<file path="config.mk">
export PLATFORM = sky130hd
export DESIGN_NAME = alu_sequencer
export DESIGN_NICKNAME = d
export VERILOG_FILES = /design/src/rtl/alu_sequencer.sv
export SDC_FILE = /design/constraint.sdc
export NUM_CORES = 1
export LEC_CHECK = 0
export BUFFER_PORTS_ARGS = -buffer_cell sky130_fd_sc_hd__buf_4
export CAP_MARGIN = 40
export CORE_AREA = 2 2 74 147
export DETAILED_ROUTE_END_ITERATION = 8
export DIE_AREA = 0 0 76 149
export SLEW_MARGIN = 0
export SYNTH_ARGS = -nofsm -noshare
export SYNTH_HDL_FRONTEND = slang
export SYNTH_SLANG_ARGS = --single-unit
export TNS_END_PERCENT = 30
</file>
<file path="constraint.sdc">
create_clock -name clk -period 3.4 [get_ports clk]
set_clock_uncertainty 0.1 [all_clocks]
set_input_delay 0.68 -clock clk [delete_from_list [all_inputs] [get_ports clk]]
set_output_delay 0.68 -clock clk [all_outputs]
set_load 0.005 [all_outputs]
</file>
<file path="src/rtl/alu_sequencer.sv">
// Command FIFO and issue stage in front of the byte ALU. Read commands (0xE/0xF)
// capture the ALU result two cycles after issue and return it over a valid/ready port.
module alu_sequencer #(
    parameter int DEPTH = 4
) (
    input  logic       clk,
    input  logic       rst,
    input  logic       cmd_valid,
    output logic       cmd_ready,
    input  logic [3:0] cmd_opcode,
    input  logic [7:0] cmd_data,
    output logic [3:0] alu_opcode,
    output logic [7:0] alu_data,
    input  logic [7:0] alu_result,
    output logic       rd_valid,
    input  logic       rd_ready,
    output logic [7:0] rd_data,
    output logic       idle
);
    // DEPTH must be a power of two so the pointers wrap for free.
    localparam int AW = $clog2(DEPTH);
    localparam logic [AW:0] CNT_FULL = (AW+1)'(DEPTH);

    typedef struct packed {
        logic [3:0] op;
        logic [7:0] data;
    } cmd_t;

    cmd_t          r_mem [DEPTH];
    logic [AW-1:0] r_wptr;
    logic [AW-1:0] r_rptr;
    logic [AW:0]   r_count;
    logic [3:0]    r_alu_op;
    logic [7:0]    r_alu_data;
    logic [1:0]    r_rd_pipe;
    logic          r_rd_valid;
    logic [7:0]    r_rd_data;

    cmd_t w_head;
    logic w_empty;
    logic w_head_rd;
    logic w_rd_hs;
    logic w_blocked;
    logic w_pop;
    logic w_push;

    assign w_head    = r_mem[r_rptr];
    assign w_empty   = (r_count == '0);
    assign w_head_rd = (w_head.op == 4'hE) || (w_head.op == 4'hF);
    assign w_rd_hs   = r_rd_valid & rd_ready;
    // Only one read byte may be outstanding; a blocked read stalls everything behind it.
    assign w_blocked = w_head_rd & ((|r_rd_pipe) | (r_rd_valid & ~rd_ready));
    assign w_pop     = ~w_empty & ~w_blocked;
    assign w_push    = cmd_valid & cmd_ready;

    assign cmd_ready  = (r_count != CNT_FULL);
    assign idle       = w_empty & ~(|r_rd_pipe) & ~r_rd_valid;
    assign alu_opcode = r_alu_op;
    assign alu_data   = r_alu_data;
    assign rd_valid   = r_rd_valid;
    assign rd_data    = r_rd_data;

    always_ff @(posedge clk) begin
        if (w_push) r_mem[r_wptr] <= '{op: cmd_opcode, data: cmd_data};
    end

    always_ff @(posedge clk or posedge rst) begin
        if (rst) begin
            r_wptr     <= '0;
            r_rptr     <= '0;
            r_count    <= '0;
            r_alu_op   <= '0;
            r_alu_data <= '0;
            r_rd_pipe  <= '0;
            r_rd_valid <= 1'b0;
            r_rd_data  <= '0;
        end else begin
            if (w_push) r_wptr <= r_wptr + 1'b1;
            if (w_pop)  r_rptr <= r_rptr + 1'b1;
            if (w_push && !w_pop)      r_count <= r_count + 1'b1;
            else if (!w_push && w_pop) r_count <= r_count - 1'b1;

            if (w_pop) begin
                r_alu_op   <= w_head.op;
                r_alu_data <= w_head.data;
            end else begin
                r_alu_op   <= 4'h0;
            end

            r_rd_pipe <= {r_rd_pipe[0], w_pop & w_head_rd};
            // A fresh capture takes priority over a same-edge handshake.
            if (r_rd_pipe[1]) begin
                r_rd_valid <= 1'b1;
                r_rd_data  <= alu_result;
            end else if (w_rd_hs) begin
                r_rd_valid <= 1'b0;
            end
        end
    end
endmodule

</file>
Word level (Yosys, flattened, before mapping)
Memories as Yosys holds them, arrays and structs flattened.
Index checks and enable logic that the tools add are counted.
{"block": "word_totals", "reg_bits": 30, "wordCells": 46, "n_memories": 1, "inputBits": 24, "latch_bits": 0, "mem_bits_rw": 48, "romBits": 0}
{"block": "op_classes", "n_eq_ne": 3, "n_lt_le_gt_ge": 0, "mux": 7, "shifts": 0, "div": 0, "n_bitwise": 14, "mul": 0, "addsub": 4, "n_reduce_logical": 9}
{"memory": "r_mem", "depth": 4, "word_bits": 12, "read_ports": 1, "rd_clocked_by_memory_dff": 0, "wr": 1, "line": "29", "source": "cmd_t r_mem [DEPTH];"}
{"cell": "$and 1x1->1", "count": 8}
{"cell": "$eq 4x4->1 const B", "count": 2}
{"cell": "$mux 3", "count": 2}
{"cell": "$not 1->1", "count": 5}
{"cell": "$add 2x1->2 const B", "count": 2}
{"cell": "$mux 1", "count": 4}
{"cell": "$mux 4", "count": 1}
{"cell": "$reduce_bool 2->1", "count": 2}
{"cell": "$add 3x1->3 const B", "count": 1}
{"cell": "$logic_not 3->1", "count": 1}
{"cell": "$ne 3x3->1 const B", "count": 1}
{"cell": "$sub 3x1->3 const B", "count": 1}
{"cell": "$logic_and 1x1->1", "count": 2}
{"cell": "$logic_not 1->1", "count": 2}
{"cell": "$reduce_or 2->1", "count": 1}
{"cell": "$logic_or 1x1->1", "count": 1}
{"cell": "$or 1x1->1", "count": 1}

Longest topological paths before layout
{"block": "depth", "depth_word": 9, "ltp_mapped": 11}

Worst setup path before layout
Ideal clock, no wire load.
{"block": "synth_path", "path_type": "input to register", "startpoint": "input rd_ready", "endpoint": "register r_count[1]", "path_buffers": 1, "setup_time_ns": 0.125, "slack_ns": 0.830, "path_stages": 8, "required_time_ns": 3.175, "arrival_ns": 2.346, "cell_sequence": "nand2b_1 nor3b_1 o21ai_4 buf_6 ha_1 inv_1 fa_1 mux2_2"}
{"block": "synth_via", "elab_chain_cells": 9}
{"item": "start: declaration", "line": "16", "source": "input logic rd_ready,"}
{"item": "$not 1->1 *", "line": "52", "source": "assign w_blocked = w_head_rd & ((|r_rd_pipe) | (r_rd_valid & ~rd_ready));"}
{"item": "$and 1x1->1 *", "line": "52"}
{"item": "$or 1x1->1 *", "line": "52"}
{"item": "$and 1x1->1 *", "line": "52"}
{"item": "$not 1->1 *", "line": "53", "source": "assign w_pop = ~w_empty & ~w_blocked;"}
{"item": "$and 1x1->1 *", "line": "53"}
{"item": "$logic_not 1->1", "line": "80", "source": "if (w_push && !w_pop) r_count <= r_count + 1'b1;"}
{"item": "$logic_and 1x1->1", "line": "80"}
{"item": "$mux 3 or $reduce_bool 2->1 (tied branches)"}
{"item": "end signal: assignment", "line": "80"}
{"item": "end signal: assignment", "line": "81", "source": "else if (!w_push && w_pop) r_count <= r_count - 1'b1;"}
{"item": "end: declaration", "line": "32", "source": "logic [AW:0] r_count;"}
Mark *: on every way between the ends. The rest lies on a longest branch, timed or not.
A chain may end at the register's enable or synchronous reset.

Worst setup path in the final report
{"block": "layout_path", "startpoint": "register r_rptr[0]", "endpoint": "register r_count[1]"}
{"block": "layout_via", "elab_chain_cells": 9}
{"item": "start: declaration", "line": "31", "source": "logic [AW-1:0] r_rptr;"}
{"item": "start signal: assignment", "line": "79", "source": "if (w_pop) r_rptr <= r_rptr + 1'b1;"}
{"item": "$mem_v2 4x12 *"}
{"item": "$eq 4x4->1", "line": "49", "source": "assign w_head_rd = (w_head.op == 4'hE) || (w_head.op == 4'hF);"}
{"item": "$logic_or 1x1->1 *", "line": "49"}
{"item": "$and 1x1->1 *", "line": "52"}
{"item": "$not 1->1 *", "line": "53"}
{"item": "$and 1x1->1 *", "line": "53"}
{"item": "$logic_not 1->1", "line": "80"}
{"item": "$logic_and 1x1->1", "line": "80"}
{"item": "$mux 3 or $reduce_bool 2->1 (tied branches)"}
Marked as above.

==> impl_results.md <==
* Die Wd at 76 microns
* Clock transition at path regs at 0.06 ns
* Worst R2R End: r_count[1]
* Int Power at roughly 2.6 mW
* Max-cap violations at 0
* Global-route wire length before repair at 8600 microns
* Max incr delay on CP at 0.66 ns
* Crit path max-delay cell type: mux4_1
* Hpwl dp at 3640 microns
* Core area at 10,300 sq um
* DR iter-0 viols at 112
* Setup ws final at 0.726 ns
* Site Rows at 53
* Buffers on Ports at 46
* Critical Path Start Type: flop
* Status: finished, final reports clean
* Clk_lat worst skew at 0.33 ns
* Power Dens Cells at 924 nW/um^2
* Final design utilization at 0.376
* Pre-antenna DRT Iters at 5
* Final Non-Filler Cells at 352
* Final ANT Viol Nets at 0
* Die Footprint at 11,300 sq um
* GRT overflow at 0
* Required @ worst endpoint at 3.51 ns
* Initial antenna violation count at 0
* #FFs+latches synth at just under 80
* Vias per cell at 4.39
* Syn Area/Cell at 19.7 sq um
* Mapped Cells at 153
* Synthesized cell area at approximately 3000 sq um
* Yosys warns at 0
* Hold WS at 0.216 ns
* Sw Pwr at 1.02 mW
* Fmax at between 300 and 400 MHz
* Largest net degree at the start of global routing at 18
* CTS tree: yes
* Worst setup EP type: flop
* Clock root buffer: clkbuf_16
* Effective utilization at floorplan at 0.293
* Nets at 240
* Crit path from: r_rptr[0]
* Vias in the first global route at 1,679
* Crit. path cell count at 7
* Critical path peak fanout at 9
* GR Util All Layers at 0.101
* Worst path cell trace: mux4_1, nand3_2, o21ai_4, ha_1, inv_1, fa_1, mux2_2
* Synth unique cells at 26
* RSZ-0062 raised after global routing: no
* Leakage power at approximately 1.5 nW
* Register share of total power at 0.430
* WL/cell at about 15 microns
* Clock sink count at roughly 80
* # setup viols final at 0
* Max Root-Sink Buffers at 2
* Fin crit share at 0.786
* Synth Net Count at 183
* Setup TNS at 0 ns
* Antenna Cells at 0
* Placed cell count at approximately 340
* Share of cells above drive strength 1 at 0.447
* Final Hold Fails at 0
* Post-CTS setup buffers at 0
* Slew @ Worst Pin at 0.706 ns
* Residual DRC at 0
* Ports at 47
* Fin area at 3860 sq um
* H-tree depth at 3
* Worst setup path class: flop to flop
* Die Y at 149 microns
* Worst reg2reg path startpoint: r_rptr[0]
* Hold Path Class: primary input to asynchronous set/reset pin
* Switch share at 0.285
* Setup WS pre-CTS at 0.665 ns
* Worst vdd ir at 0.388 mV
* Clk pwr share at 0.268
* CTS buffer count at 9
* Slew margin rel. at 0.529
* DRT Wirelength at 5230 microns
* Combinational share of power at 0.302
* Minimum clock period at between 2 and 3 ns
* R2R cell count at 7
* Slack of the worst reg-to-reg path at approximately 0.73 ns
* Post-DP Area at approximately 3600 sq um
* CTS-repair resized insts at 0
* Buffers & Inverters on Critical Path at 1
* Final-report max-slew violation count at 0
* Via count at 1,546
* Area Growth Syn to Fin at 28.1%
* CP delay by family, top: multiplexers
* Pwr Total at 3.57 mW
* CTS Hold Bufs at 0
* Worst Path Arrival at 2.79 ns
* Register area share after synthesis at 0.727
* Routability Congestion at 0.698
-- area by class of cell --
type | instances | area [sq um]
fill | 951 | 6420
sequential | 78 | 2190
multi-input combinational | 63 | 761
timing repair buffer | 51 | 403
clock buffer | 9 | 225
tap | 137 | 171
clock inverter | 7 | 81.3
inverter | 7 | 26.3
-- cell usage after synthesis --
master | n | area share
and2_0 | 1 | 0.0021
and3_1 | 4 | 0.0083
buf_2 | 1 | 0.0017
buf_6 | 2 | 0.0075
clkbuf_1 | 2 | 0.0025
dfrtp_1 | 30 | 0.25
edfxtp_1 | 48 | 0.48
fa_1 | 1 | 0.0066
ha_1 | 5 | 0.021
inv_1 | 7 | 0.0087
mux2_2 | 15 | 0.056
mux2_4 | 3 | 0.015
mux4_1 | 3 | 0.026
mux4_2 | 9 | 0.067
nand2_1 | 1 | 0.0012
nand2b_1 | 2 | 0.0042
nand3_2 | 1 | 0.0033
nor2_1 | 6 | 0.0075
nor2b_1 | 1 | 0.0021
nor3b_1 | 1 | 0.0025
nor4_1 | 1 | 0.0021
o211ai_1 | 1 | 0.0025
o21ai_4 | 1 | 0.0054
or3_1 | 1 | 0.0021
xnor2_1 | 4 | 0.012
xor2_1 | 2 | 0.0058
-- worst max-delay path by stage --
stage          slack [ns]          to
2_1_floorplan        0.83  r_count[1]
3_5_place_dp         0.66  r_count[1]
6_report             0.73  r_count[1]
3_3_place_gp         0.75  r_count[1]
5_1_grt              0.52  r_count[1]
4_1_cts              0.65  r_count[1]
-- logic make-up (layout without fill, tap and decap cells) --
group           after synthesis  in the layout  synth area share
flops                        78             78             0.727
compound gates                2              2           0.00789
buf+inv                      12             74            0.0203
simple gates                 19             19            0.0353
fa+ha+maj                     6              6            0.0274
mux                          30             30             0.164
xor+xnor                      6              6            0.0174
-- worst register-to-register path: stages, from the launching register on --
cell and delay [ns]:
dfrtp_1 0.64, mux4_1 0.66, nand3_2 0.14, o21ai_4 0.06, ha_1 0.22, inv_1 0.07, fa_1 0.40, mux2_2 0.27
-- registers in the layout (all words and copies together), names as in the netlist --
| signal | count |
|---|---|
| alu_opcode | 4 |
| rd_data | 8 |
| r_rptr | 2 |
| r_rd_pipe | 2 |
| r_wptr | 2 |
| alu_data | 8 |
| r_mem | 48 |
| r_count | 3 |
| rd_valid | 1 |
-- placed cells by master (no fill, tap or decap) --
cell type   Yosys  layout
mux2_2         15      15
o211ai_1        1       1
and2_0          1       1
ha_1            5       5
inv_6           0       3
nor3b_1         1       1
o21ai_4         1       1
mux4_2          9       9
nand3_2         1       1
nor2b_1         1       1
bufinv_16       0       1
clkinv_4        0       2
nand2b_1        2       2
clkinvlp_4      0       1
nor2_1          6       6
inv_1           7       7
nand2_1         1       1
mux2_4          3       3
and3_1          4       4
fa_1            1       1
edfxtp_1       48      48
xnor2_1         4       4
buf_4           0      50
or3_1           1       1
dfrtp_1        30      30
clkbuf_16       0       9
buf_16          0       1
mux4_1          3       3
xor2_1          2       2
nor4_1          1       1
-- power by group through the flow --
stage,registers [mW],clock network [mW],logic (mW)
2_1_floorplan,1.47,0,0.768
3_3_place_gp,1.54,0,1.05
3_5_place_dp,1.56,0,1.10
4_1_cts,1.54,0.980,1.11
5_1_grt,1.58,1.02,1.20
6_report,1.53,0.957,1.08
-- per-layer routing --
layer | vias to the layer above | global-route usage | part of all wire | routed length [microns]
met3 | 11 | 0.0260 | 0.062 | 322
met5 | - | 0 | 0 | 0
li1 | 691 | - | - | -
met4 | 0 | 0.0627 | 0.026 | 137
met2 | 63 | 0.167 | 0.50 | 2610
met1 | 781 | 0.117 | 0.41 | 2160
Power figures use the tool's default switching activity.
